### src/rtl/pong_pkg.sv
// Shared constants for the pong board: FSM encodings and ADC/pot widths.
package pong_pkg;

    localparam int unsigned ADC_FRAME_BITS = 16;
    localparam int unsigned ADC_RES        = 12;
    localparam int unsigned POT_W          = 8;

    localparam logic [1:0] ST_IDLE   = 2'd0;
    localparam logic [1:0] ST_CONV   = 2'd1;
    localparam logic [1:0] ST_QUIET  = 2'd2;
    localparam logic [1:0] ST_UPDATE = 2'd3;

endpackage

### src/rtl/sync_2ff.sv
// Two-flop synchronizer for a single asynchronous header input.
module sync_2ff (
    input  logic clk,
    input  logic reset,
    input  logic d,
    output logic q
);

    logic meta;

    always_ff @(posedge clk or posedge reset) begin
        if (reset) begin
            meta <= 1'b0;
            q    <= 1'b0;
        end else begin
            meta <= d;
            q    <= meta;
        end
    end

endmodule

### src/rtl/pot_adc_reader.sv
// Dual-channel serial ADC front end: runs AD7476A-style frames, averages
// 2^AVG_LOG2 conversions per channel and publishes 8-bit pot values.
module pot_adc_reader
    import pong_pkg::*;
#(
    parameter int unsigned CLK_DIV   = 16,
    parameter int unsigned QUIET_CYC = 50,
    parameter int unsigned AVG_LOG2  = 3
) (
    input  logic             board_clk,
    input  logic             reset,
    input  logic             enable,
    input  logic             ad_sdata0,
    input  logic             ad_sdata1,
    output logic             ad_cs_n,
    output logic             ad_sclk,
    output logic [POT_W-1:0] pot0,
    output logic [POT_W-1:0] pot1,
    output logic             pot_valid
);

    localparam int unsigned DIV_W  = $clog2(CLK_DIV);
    localparam int unsigned QW     = $clog2(QUIET_CYC + 1);
    localparam int unsigned HALF_W = $clog2(2 * ADC_FRAME_BITS);
    localparam int unsigned ACC_W  = ADC_RES + AVG_LOG2;
    localparam int unsigned CNT_W  = AVG_LOG2 + 1;

    localparam logic [DIV_W-1:0]  DIV_LAST   = DIV_W'(CLK_DIV - 1);
    localparam logic [QW-1:0]     QUIET_LAST = QW'(QUIET_CYC - 1);
    localparam logic [HALF_W-1:0] HALF_LAST  = HALF_W'(2 * ADC_FRAME_BITS - 1);
    localparam logic [CNT_W-1:0]  N_AVG      = CNT_W'(2 ** AVG_LOG2);

    logic sd0, sd1;

    sync_2ff u_sync0 (.clk(board_clk), .reset(reset), .d(ad_sdata0), .q(sd0));
    sync_2ff u_sync1 (.clk(board_clk), .reset(reset), .d(ad_sdata1), .q(sd1));

    logic [1:0]         state,     state_nxt;
    logic [DIV_W-1:0]   div_cnt,   div_nxt;
    logic [HALF_W-1:0]  half_cnt,  half_nxt;
    logic [QW-1:0]      quiet_cnt, quiet_nxt;
    logic [ADC_RES-1:0] sr0,       sr0_nxt;
    logic [ADC_RES-1:0] sr1,       sr1_nxt;
    logic [ACC_W-1:0]   acc0,      acc0_nxt;
    logic [ACC_W-1:0]   acc1,      acc1_nxt;
    logic [CNT_W-1:0]   sample_cnt, cnt_nxt;
    logic               cs_n_nxt, sclk_nxt, valid_nxt;
    logic [POT_W-1:0]   pot0_nxt, pot1_nxt;
    logic               update_due;

    // State and datapath registers.
    always_ff @(posedge board_clk or posedge reset) begin
        if (reset) begin
            state      <= ST_IDLE;
            div_cnt    <= '0;
            half_cnt   <= '0;
            quiet_cnt  <= '0;
            sr0        <= '0;
            sr1        <= '0;
            acc0       <= '0;
            acc1       <= '0;
            sample_cnt <= '0;
            ad_cs_n    <= 1'b1;
            ad_sclk    <= 1'b1;
            pot0       <= '0;
            pot1       <= '0;
            pot_valid  <= 1'b0;
        end else begin
            state      <= state_nxt;
            div_cnt    <= div_nxt;
            half_cnt   <= half_nxt;
            quiet_cnt  <= quiet_nxt;
            sr0        <= sr0_nxt;
            sr1        <= sr1_nxt;
            acc0       <= acc0_nxt;
            acc1       <= acc1_nxt;
            sample_cnt <= cnt_nxt;
            ad_cs_n    <= cs_n_nxt;
            ad_sclk    <= sclk_nxt;
            pot0       <= pot0_nxt;
            pot1       <= pot1_nxt;
            pot_valid  <= valid_nxt;
        end
    end

    // Next-state and next-output logic.
    always_comb begin
        state_nxt  = state;
        div_nxt    = div_cnt;
        half_nxt   = half_cnt;
        quiet_nxt  = quiet_cnt;
        sr0_nxt    = sr0;
        sr1_nxt    = sr1;
        acc0_nxt   = acc0;
        acc1_nxt   = acc1;
        cnt_nxt    = sample_cnt;
        cs_n_nxt   = ad_cs_n;
        sclk_nxt   = ad_sclk;
        pot0_nxt   = pot0;
        pot1_nxt   = pot1;
        valid_nxt  = 1'b0;
        update_due = 1'b0;

        case (state)
            ST_IDLE: begin
                acc0_nxt = '0;
                acc1_nxt = '0;
                cnt_nxt  = '0;
                div_nxt  = '0;
                half_nxt = '0;
                cs_n_nxt = 1'b1;
                sclk_nxt = 1'b1;
                if (enable) begin
                    state_nxt = ST_CONV;
                    cs_n_nxt  = 1'b0;
                end
            end

            ST_CONV: begin
                if (div_cnt == DIV_LAST) begin
                    div_nxt  = '0;
                    sclk_nxt = ~ad_sclk;
                    half_nxt = half_cnt + HALF_W'(1);
                    // Capture on the 0->1 transition; the leading zeros fall off the top.
                    if (!ad_sclk) begin
                        sr0_nxt = {sr0[ADC_RES-2:0], sd0};
                        sr1_nxt = {sr1[ADC_RES-2:0], sd1};
                    end
                    if (half_cnt == HALF_LAST) begin
                        half_nxt  = '0;
                        quiet_nxt = '0;
                        cs_n_nxt  = 1'b1;
                        state_nxt = ST_QUIET;
                    end
                end else begin
                    div_nxt = div_cnt + DIV_W'(1);
                end
            end

            ST_QUIET: begin
                update_due = (sample_cnt == N_AVG);
                if (quiet_cnt == '0) begin
                    acc0_nxt   = acc0 + ACC_W'(sr0);
                    acc1_nxt   = acc1 + ACC_W'(sr1);
                    cnt_nxt    = sample_cnt + CNT_W'(1);
                    update_due = (cnt_nxt == N_AVG);
                end
                if (quiet_cnt == QUIET_LAST) begin
                    if (update_due) begin
                        state_nxt = ST_UPDATE;
                        pot0_nxt  = acc0_nxt[ACC_W-1 -: POT_W];
                        pot1_nxt  = acc1_nxt[ACC_W-1 -: POT_W];
                        valid_nxt = 1'b1;
                    end else if (enable) begin
                        state_nxt = ST_CONV;
                        cs_n_nxt  = 1'b0;
                        div_nxt   = '0;
                        half_nxt  = '0;
                    end else begin
                        state_nxt = ST_IDLE;
                    end
                end else begin
                    quiet_nxt = quiet_cnt + QW'(1);
                end
            end

            ST_UPDATE: begin
                acc0_nxt = '0;
                acc1_nxt = '0;
                cnt_nxt  = '0;
                div_nxt  = '0;
                half_nxt = '0;
                if (enable) begin
                    state_nxt = ST_CONV;
                    cs_n_nxt  = 1'b0;
                end else begin
                    state_nxt = ST_IDLE;
                end
            end

            default: begin
                state_nxt = ST_IDLE;
                cs_n_nxt  = 1'b1;
                sclk_nxt  = 1'b1;
            end
        endcase
    end

endmodule

### config.mk
export PLATFORM = sky130hd
export DESIGN_NAME = pot_adc_reader
export DESIGN_NICKNAME = d
export VERILOG_FILES = /design/src/rtl/pong_pkg.sv /design/src/rtl/sync_2ff.sv /design/src/rtl/pot_adc_reader.sv
export SDC_FILE = /design/constraint.sdc
export NUM_CORES = 1
export LEC_CHECK = 0
export ABC_CLOCK_PERIOD_IN_PS = 8800
export CAP_MARGIN = 20
export CELL_PAD_IN_SITES_DETAIL_PLACEMENT = 1
export CELL_PAD_IN_SITES_GLOBAL_PLACEMENT = 1
export CORE_MARGIN = 1
export CORE_UTILIZATION = 30
export DETAILED_ROUTE_END_ITERATION = 10
export PLACE_DENSITY = 0.63
export SLEW_MARGIN = 5
export SYNTH_ARGS = -nofsm -noshare
export SYNTH_HDL_FRONTEND = slang
export SYNTH_HIERARCHICAL = 1
export SYNTH_SLANG_ARGS = --single-unit
### constraint.sdc
create_clock -name board_clk -period 8.8 [get_ports board_clk]
set_input_delay 1.76 -clock board_clk [delete_from_list [all_inputs] [get_ports board_clk]]
set_output_delay 1.76 -clock board_clk [all_outputs]
set_load 0.05 [all_outputs]
# Word-level counts from Yosys, hierarchy flattened
# Index checks and enable logic that the tools add are counted.
# Widths: inputs -> output; s select.
[totals]
ff_bits = 98
latchBits = 0
mem_bits_rw = 0
romBits = 0
in_bits = 5
wordCells = 100
n_memories = 0
[op_classes]
add_sub_neg = 6
mul = 0
div = 0
order_cmp = 0
n_eq_ne = 16
n_shift = 0
muxes = 42
bitwise = 1
n_reduce_logical = 15
[op_table]
columns = ["op", "count"]
rows = [
  ["$pmux 15 s2", 2],
  ["$add 15x12->15", 2],
  ["$mux 15", 2],
  ["$mux 5", 5],
  ["$mux 4", 5],
  ["$mux 6", 3],
  ["$ne 2x2->1 const B", 8],
  ["$reduce_and 4->1", 4],
  ["$pmux 5 s3", 1],
  ["$mux 1", 13],
  ["$eq 4x4->1 const B", 3],
  ["$pmux 4 s3", 1],
  ["$pmux 6 s2", 1],
  ["$mux 2", 5],
  ["$reduce_and 3->1", 3],
  ["$add 4x1->4 const B", 2],
  ["$pmux 2 s4", 1],
  ["$pmux 4 s2", 1],
  ["$add 6x1->6 const B", 1],
  ["$eq 6x6->1 const B", 1],
  ["$logic_not 6->1", 1],
  ["$reduce_bool 2->1", 3],
  ["$add 5x1->5 const B", 1],
  ["$eq 5x5->1 const B", 1],
  ["8 further kinds", 10],
]

# Depth between registers and ports, before layout
# Gate-level depths: netlist of the first run.
[logic_depth]
ltp_word = 7
depth_mapped = 9
depth_no_buf = 9

# Hierarchy
# Netlist of the first run, hierarchy kept.
[by_module_without_submodules]
columns = ["mod", "instances", "cells_each", "area_per_inst_um2"]
rows = [
  ["pot_adc_reader", 1, 540, 5352.6],
  ["sync_2ff", 2, 3, 53.8],
]

# Worst setup path after synthesis of the first run
# No wires, ideal clock.
[synth_path]
kind = "in2reg"
start = "input port enable"
end = "register half_cnt[2]"
setup_ns = 0.092
arrival_ns = 2.738
required_ns = 8.708
path_slack_ns = 5.970
stages = 4
n_path_buf = 0
cell_sequence = "inv_1 > o311a_4 > or3_4 > o31ai_2"
[synth_via]
elab_chain_cells = 2
[synth_lines]
columns = ["item", "line", "rtl"]
rows = [
  ["start: declaration", "pot_adc_reader.sv:12", "input logic enable,"],
  ["$ne 2x2->1 (no source line)", "n/a", ""],
  ["$reduce_and 4->1 (no source line)", "n/a", ""],
  ["end signal: assignment", "pot_adc_reader.sv:71", "half_cnt <= half_nxt;"],
  ["end: declaration", "pot_adc_reader.sv:40", "logic [HALF_W-1:0] half_cnt, half_nxt;"],
]
# Every way passes these cells.
# A chain may end at the register's enable or synchronous reset.

# Worst setup path in the final report of the first run
[layout_path]
start = "register ad_sclk"
end = "output port ad_sclk"
[layout_lines]
columns = ["item", "line", "rtl"]
rows = [
  ["start: declaration", "pot_adc_reader.sv:16", "output logic ad_sclk,"],
  ["start signal: assignment", "pot_adc_reader.sv:79", "ad_sclk <= sclk_nxt;"],
]
# No word-level cell between the ends.

==> impl_metrics.json, run 1 <==
{
  "outcome": "complete, no violations",
  "ys_top_cells_by_count": "dfrtp_1, nand2_1, o21ai_0, a21oi_1, ha_1",
  "stdcell_count": 792,
  "drc": 0,
  "core_area_mm2": 0.0175,
  "async_flop_share_pct": 100,
  "crit_path_start": "ad_sclk",
  "drtPass1Iterations": 4,
  "synth_top_area_share_pct": 44.0,
  "post_cts_buffers": 0,
  "ir_drop_mv": 0.121,
  "cpPeakStageDelay_ns": 0.81,
  "htree_levels": 3,
  "ys_seq_area_share_pct": 45.0,
  "areaGrowthSynthToFinish_pct": 14.2,
  "cp-start-kind": "register",
  "setup_violations": 0,
  "relSlewSlack_pct": 38.7,
  "crit_chain": "clkdlybuf4s50_1",
  "start_util_pct": 31.1,
  "synth_cells": 546,
  "cpLargestDelayFamily": "buffers and inverters",
  "p_leak_nw": 2.92,
  "synth.area.top_cells": "dfrtp_1, ha_1, mux2_2",
  "power_density_mw_per_mm2": 213,
  "crit_arrival_ns": 1.74,
  "fin_crit_sh_pct": 39.8,
  "synth_most_common_cell": "dfrtp_1",
  "slowest_stage": "clkdlybuf4s50_1",
  "dieArea_mm2": 0.0187,
  "vias_per_cell": 5.28,
  "fmax_ghz": 0.286,
  "wl_per_cell_um": 16.5,
  "root_buffer": "clkbuf_16",
  "rsz0062_at_grt": "false",
  "dpl.hpwl_um": 9410,
  "fin_skew_ns": 0.00785,
  "die_w_um": 137,
  "gr-total-overflow": 0,
  "numClockSinks": 98,
  "insertion_delay_ns": 0.36,
  "drt-initial-drc-count": 168,
  "io_buffer_count": 23,
  "period_minus_slack_ns": 3.50,
  "critPathKind": "register to output pin",
  "clk_pin_slew_ns": 0.07,
  "synth_top_area_cell": "dfrtp_1",
  "hold_viol_final": 0,
  "track_usage_pct": 15.5,
  "yosysUniqueCellTypes": 65,
  "drive_gt1_share_pct": 10.6,
  "synth.ff_latch_count": 98,
  "rows": 48,
  "placed_cells": 778,
  "cts_hold_buf": 0,
  "crit_path_end_kind": "output pin",
  "ys_warn_count": 6,
  "totalWireLength_um": 13100,
  "fill_cells": 2002,
  "die_y_um": 137,
  "max_cap_viol_count": 0,
  "synth_edf_count": 0,
  "antenna_found_initial": 0,
  "worst_slew_pin_slew_ns": 0.919,
  "syn_nets": 589,
  "cts_resized": 0,
  "r2r_slack_ns": 6.05,
  "synth_area_mm2": 0.00546,
  "grt_pass1_vias": 4263,
  "min_from": "u_sync0/meta",
  "yosys_most_used_dff": "dfrtp_1",
  "required_ns": 7.04,
  "grt_max_degree": 72,
  "antenna_cells": 0,
  "fin_tns_setup_ns": 0,
  "critPathMaxFanout": 4,
  "cts-buffers-inserted": 9,
  "gp_congestion": 0.840,
  "r2r_start": "quiet_cnt[2]",
  "stdcell_area_mm2": 0.00623,
  "synth.avg_cell_area_um2": 10.0,
  "nNetsFinal": 607,
  "path_buf_inv": 1,
  "num_vias": 4178,
  "cts_tree": "yes",
  "postRouteAntennaNets": 0,
  "ios": 24,
  "clockBufferDepth": 2,
  "placed_cell_area_mm2": 0.00593,
  "hp-class": "register to register",
  "grt_pass1_wl_um": 22300,
  "drv_slew": 0
}
metrics by stage:
| stage | worst slack (ns) | util, % | hold WS, ns | power [mW] |
|---|---|---|---|---|
| floorplan | 4.59 | - | 0.331 | 0.785 |
| global placement | 5.29 | 33.8 | 0.335 | 0.902 |
| detailed placement | 5.17 | 33.8 | 0.337 | 0.916 |
| CTS | 5.29 | 35.5 | 0.353 | 1.34 |
| global route | 5.26 | 35.5 | 0.358 | 1.40 |
| finish | 5.30 | 35.5 | 0.350 | 1.33 |
registers in the layout (all words and copies together) (netlist names):
register	count
sr0	12
ad_cs_n	1
sample_cnt	4
acc1	15
ad_sclk	1
quiet_cnt	6
pot_valid	1
pot0	8
state	2
acc0	15
u_sync1/meta	1
u_sync1/q	1
div_cnt	4
u_sync0/q	1
half_cnt	5
sr1	12
u_sync0/meta	1
pot1	8
cell families (layout without fill, tap and decap cells):
group,Yosys count,after routing,synth area share [%]
and+or+nand+nor,153,153,13.6
xor gates and xnor gates,24,24,3.85
buffers and inverters,41,62,2.84
adders and majority gates,38,38,8.98
muxes,31,31,6.30
AOI/OAI and AO/OA,161,161,19.4
DFF,98,98,45.0
cells in the final DEF (no fill, tap or decap), types with 15 or more instances in the layout:
cell type | netlist | final
a21o_1 | 15 | 15
a21oi_1 | 37 | 37
clkdlybuf4s50_1 | 0 | 23
dfrtp_1 | 96 | 96
ha_1 | 36 | 36
inv_1 | 22 | 21
mux2_2 | 27 | 27
nand2_1 | 62 | 62
nand3_1 | 16 | 16
nor2_1 | 24 | 23
o21ai_0 | 45 | 45
xnor2_1 | 15 | 15
metal layers:
layer	global-route usage, %	wire length (µm)	vias up
li1	-	-	2019
met1	20.5	6410	2082
met2	24.9	6080	58
met3	3.19	343	19
met4	5.98	254	0
met5	0	0	-
layout make-up:
cell class / instances / area (µm²) / area share [%]
Multi-Input combinational cell: 407 / 2850 / 45.8
Sequential cell: 98 / 2450 / 39.4
Tap cell: 225 / 282 / 4.52
Timing Repair Buffer: 26 / 253 / 4.05
Clock buffer: 9 / 225 / 3.61
Inverter: 22 / 85.1 / 1.36
Clock inverter: 5 / 81.3 / 1.30
where the power goes:
group	internal, mW	switching [mW]
combinational	0.110	0.293
clock	0.246	0.176
sequential	0.474	0.0273
final timing paths:
kind | to | cells past startpoint
hold / removal | u_sync0/q | 0
setup reg to reg | pot1[0] | 5
setup / recovery | ad_sclk | 1
min in group asynchronous | u_sync1/meta | 2
hold reg to reg | u_sync0/q | 0
max in group asynchronous | quiet_cnt[3] | 3
(Power assumes the default switching activity.)
==> run 2: changes to the inputs <==
ABC_CLOCK_PERIOD_IN_PS = 3200   (was 8800)
PLACE_DENSITY = 0.65   (was 0.63)
clock period = 3.2 ns   (was 8.8 ns; I/O delays follow)
==> impl_metrics.json, run 2 (synthesis results as in run 1) <==
{
  "outcome": "complete, no violations",
  "grt_max_degree": 37,
  "track_usage_pct": 15.2,
  "fmax_ghz": 0.388,
  "cpLargestDelayFamily": "simple AND/OR/NAND/NOR gates",
  "grt.met2_usage_pct": 24.9,
  "hold_viol_final": 0,
  "r2r_start": "quiet_cnt[2]",
  "path_buf_inv": 0,
  "mostFrequentLayoutCell": "dfrtp_1",
  "grt_pass1_wl_um": 22200,
  "cts_tree": "yes",
  "cpPeakStageDelay_ns": 0.54,
  "fin_ws_ns": 0.621,
  "die_y_um": 137,
  "crit_path_end_kind": "register",
  "ir_drop_mv": 0.326,
  "core_area_mm2": 0.0175,
  "p_seq_share_pct": 38.3,
  "io_buffer_count": 23,
  "hp-class": "register to register",
  "vias_per_cell": 5.28,
  "critPathMaxFanout": 16,
  "ios": 24,
  "switching_share_pct": 37.5,
  "rows": 48,
  "p_int_mw": 2.26,
  "required_ns": 3.43,
  "cts_hold_buf": 0,
  "antenna_cells": 0,
  "layout.cells.most_common_list": "dfrtp_1, nand2_1, o21ai_0",
  "grt_pass1_vias": 4355,
  "fin_crit_sh_pct": 80.6,
  "rsz0062_at_grt": "false",
  "grtUsageMet1_pct": 20.0,
  "gr-total-overflow": 0,
  "crit_arrival_ns": 2.81,
  "insertion_delay_ns": 0.35,
  "reg.largest.list": "acc0: 15 flops, acc1: 15 flops",
  "die_w_um": 137,
  "p_switching_mw": 1.35,
  "drt-initial-drc-count": 177,
  "numClockSinks": 98,
  "fin_skew_ns": 0.0105,
  "power_density_mw_per_mm2": 575,
  "comb_power_share_pct": 30.7,
  "totalWireLength_um": 13000,
  "cts-buffers-inserted": 9,
  "holdPathEnd": "u_sync0/q",
  "setup_violations": 0,
  "period_minus_slack_ns": 2.58,
  "crit_chain": "nor4_1 -> nand4_1 -> a21oi_2 -> o2111ai_2 -> mux2_2",
  "cp-start-kind": "register",
  "relSlewSlack_pct": 42.8,
  "place_worst_setup_slack_ns": 0.640,
  "post_cts_buffers": 0,
  "p_leak_nw": 2.95,
  "cts_resized": 0,
  "r2r_slack_ns": 0.62,
  "areaGrowthSynthToFinish_pct": 14.9,
  "reg2reg_depth": 5,
  "max_cap_viol_count": 0,
  "r2r_end": "pot0[7]",
  "p_clk_share_pct": 30.9,
  "clockBufferDepth": 2,
  "root_buffer": "clkbuf_16",
  "gp_congestion": 0.863,
  "min_from": "u_sync0/meta",
  "clk_pin_slew_ns": 0.07,
  "drv_slew": 0,
  "num_vias": 4213,
  "dpl.hpwl_um": 9670,
  "hold_depth": 0,
  "wl_per_cell_um": 16.3,
  "critPathKind": "register to register",
  "drive_gt1_share_pct": 11.5,
  "nNetsFinal": 611,
  "worst_slew_pin_slew_ns": 0.858,
  "antenna_found_initial": 0,
  "drtPass1Iterations": 4,
  "fin_tns_setup_ns": 0,
  "drc": 0,
  "htree_levels": 3,
  "slowest_stage": "nor4_1",
  "start_util_pct": 31.1,
  "grt_util_met3_pct": 2.56,
  "top_usage_layer": "met2",
  "postRouteAntennaNets": 0,
  "dieArea_mm2": 0.0187
}
## run 2: per-stage QoR
| step | hold WS (ns) | power, mW | cells | instance area, µm² | util [%] |
|---|---|---|---|---|---|
| finish | 0.347 | 3.61 | 798 | 6270 | 35.8 |
| floorplan | 0.331 | 2.16 | 546 | 5460 | - |
| global placement | 0.335 | 2.49 | 782 | 5970 | 34.0 |
| detailed placement | 0.336 | 2.52 | 782 | 5970 | 34.0 |
| CTS | 0.352 | 3.65 | 798 | 6270 | 35.8 |
| global route | 0.353 | 3.83 | 798 | 6270 | 35.8 |
## run 2: worst max-delay path by stage
stage / startpoint / end / cells after the start
floorplan: reset / acc0[0] / 1
global placement: sr1[0] / acc1[10] / 8
detailed placement: enable / half_cnt[1] / 5
CTS: quiet_cnt[2] / pot0[7] / 5
global route: quiet_cnt[2] / pot0[7] / 5
finish: quiet_cnt[2] / pot0[7] / 5
## run 2: power groups by stage
stage                     Combinational (mW)  Clock [mW]  Sequential (mW)
after floorplan                        0.751           0             1.41
after global placement                  1.09           0             1.40
after detailed placement                1.12           0             1.40
after CTS                               1.12        1.15             1.38
after global routing                    1.24        1.20             1.39
final                                   1.11        1.12             1.38
## run 2: layout make-up
| class | count | area [µm²] |
|---|---|---|
| sequential | 98 | 2450 |
| timing repair buffer | 30 | 295 |
| clock buffer | 10 | 239 |
| tap | 225 | 282 |
| clock inverter | 6 | 65.1 |
| multi-input combinational | 407 | 2850 |
| fill | 1967 | 11300 |
| inverter | 22 | 83.8 |
## run 2: metal layers
layer  wire, µm  part of all wire, %
met1       6420                   49
met2       6100                   47
met3        241                  1.9
met4        264                  2.0
met5          0                    0
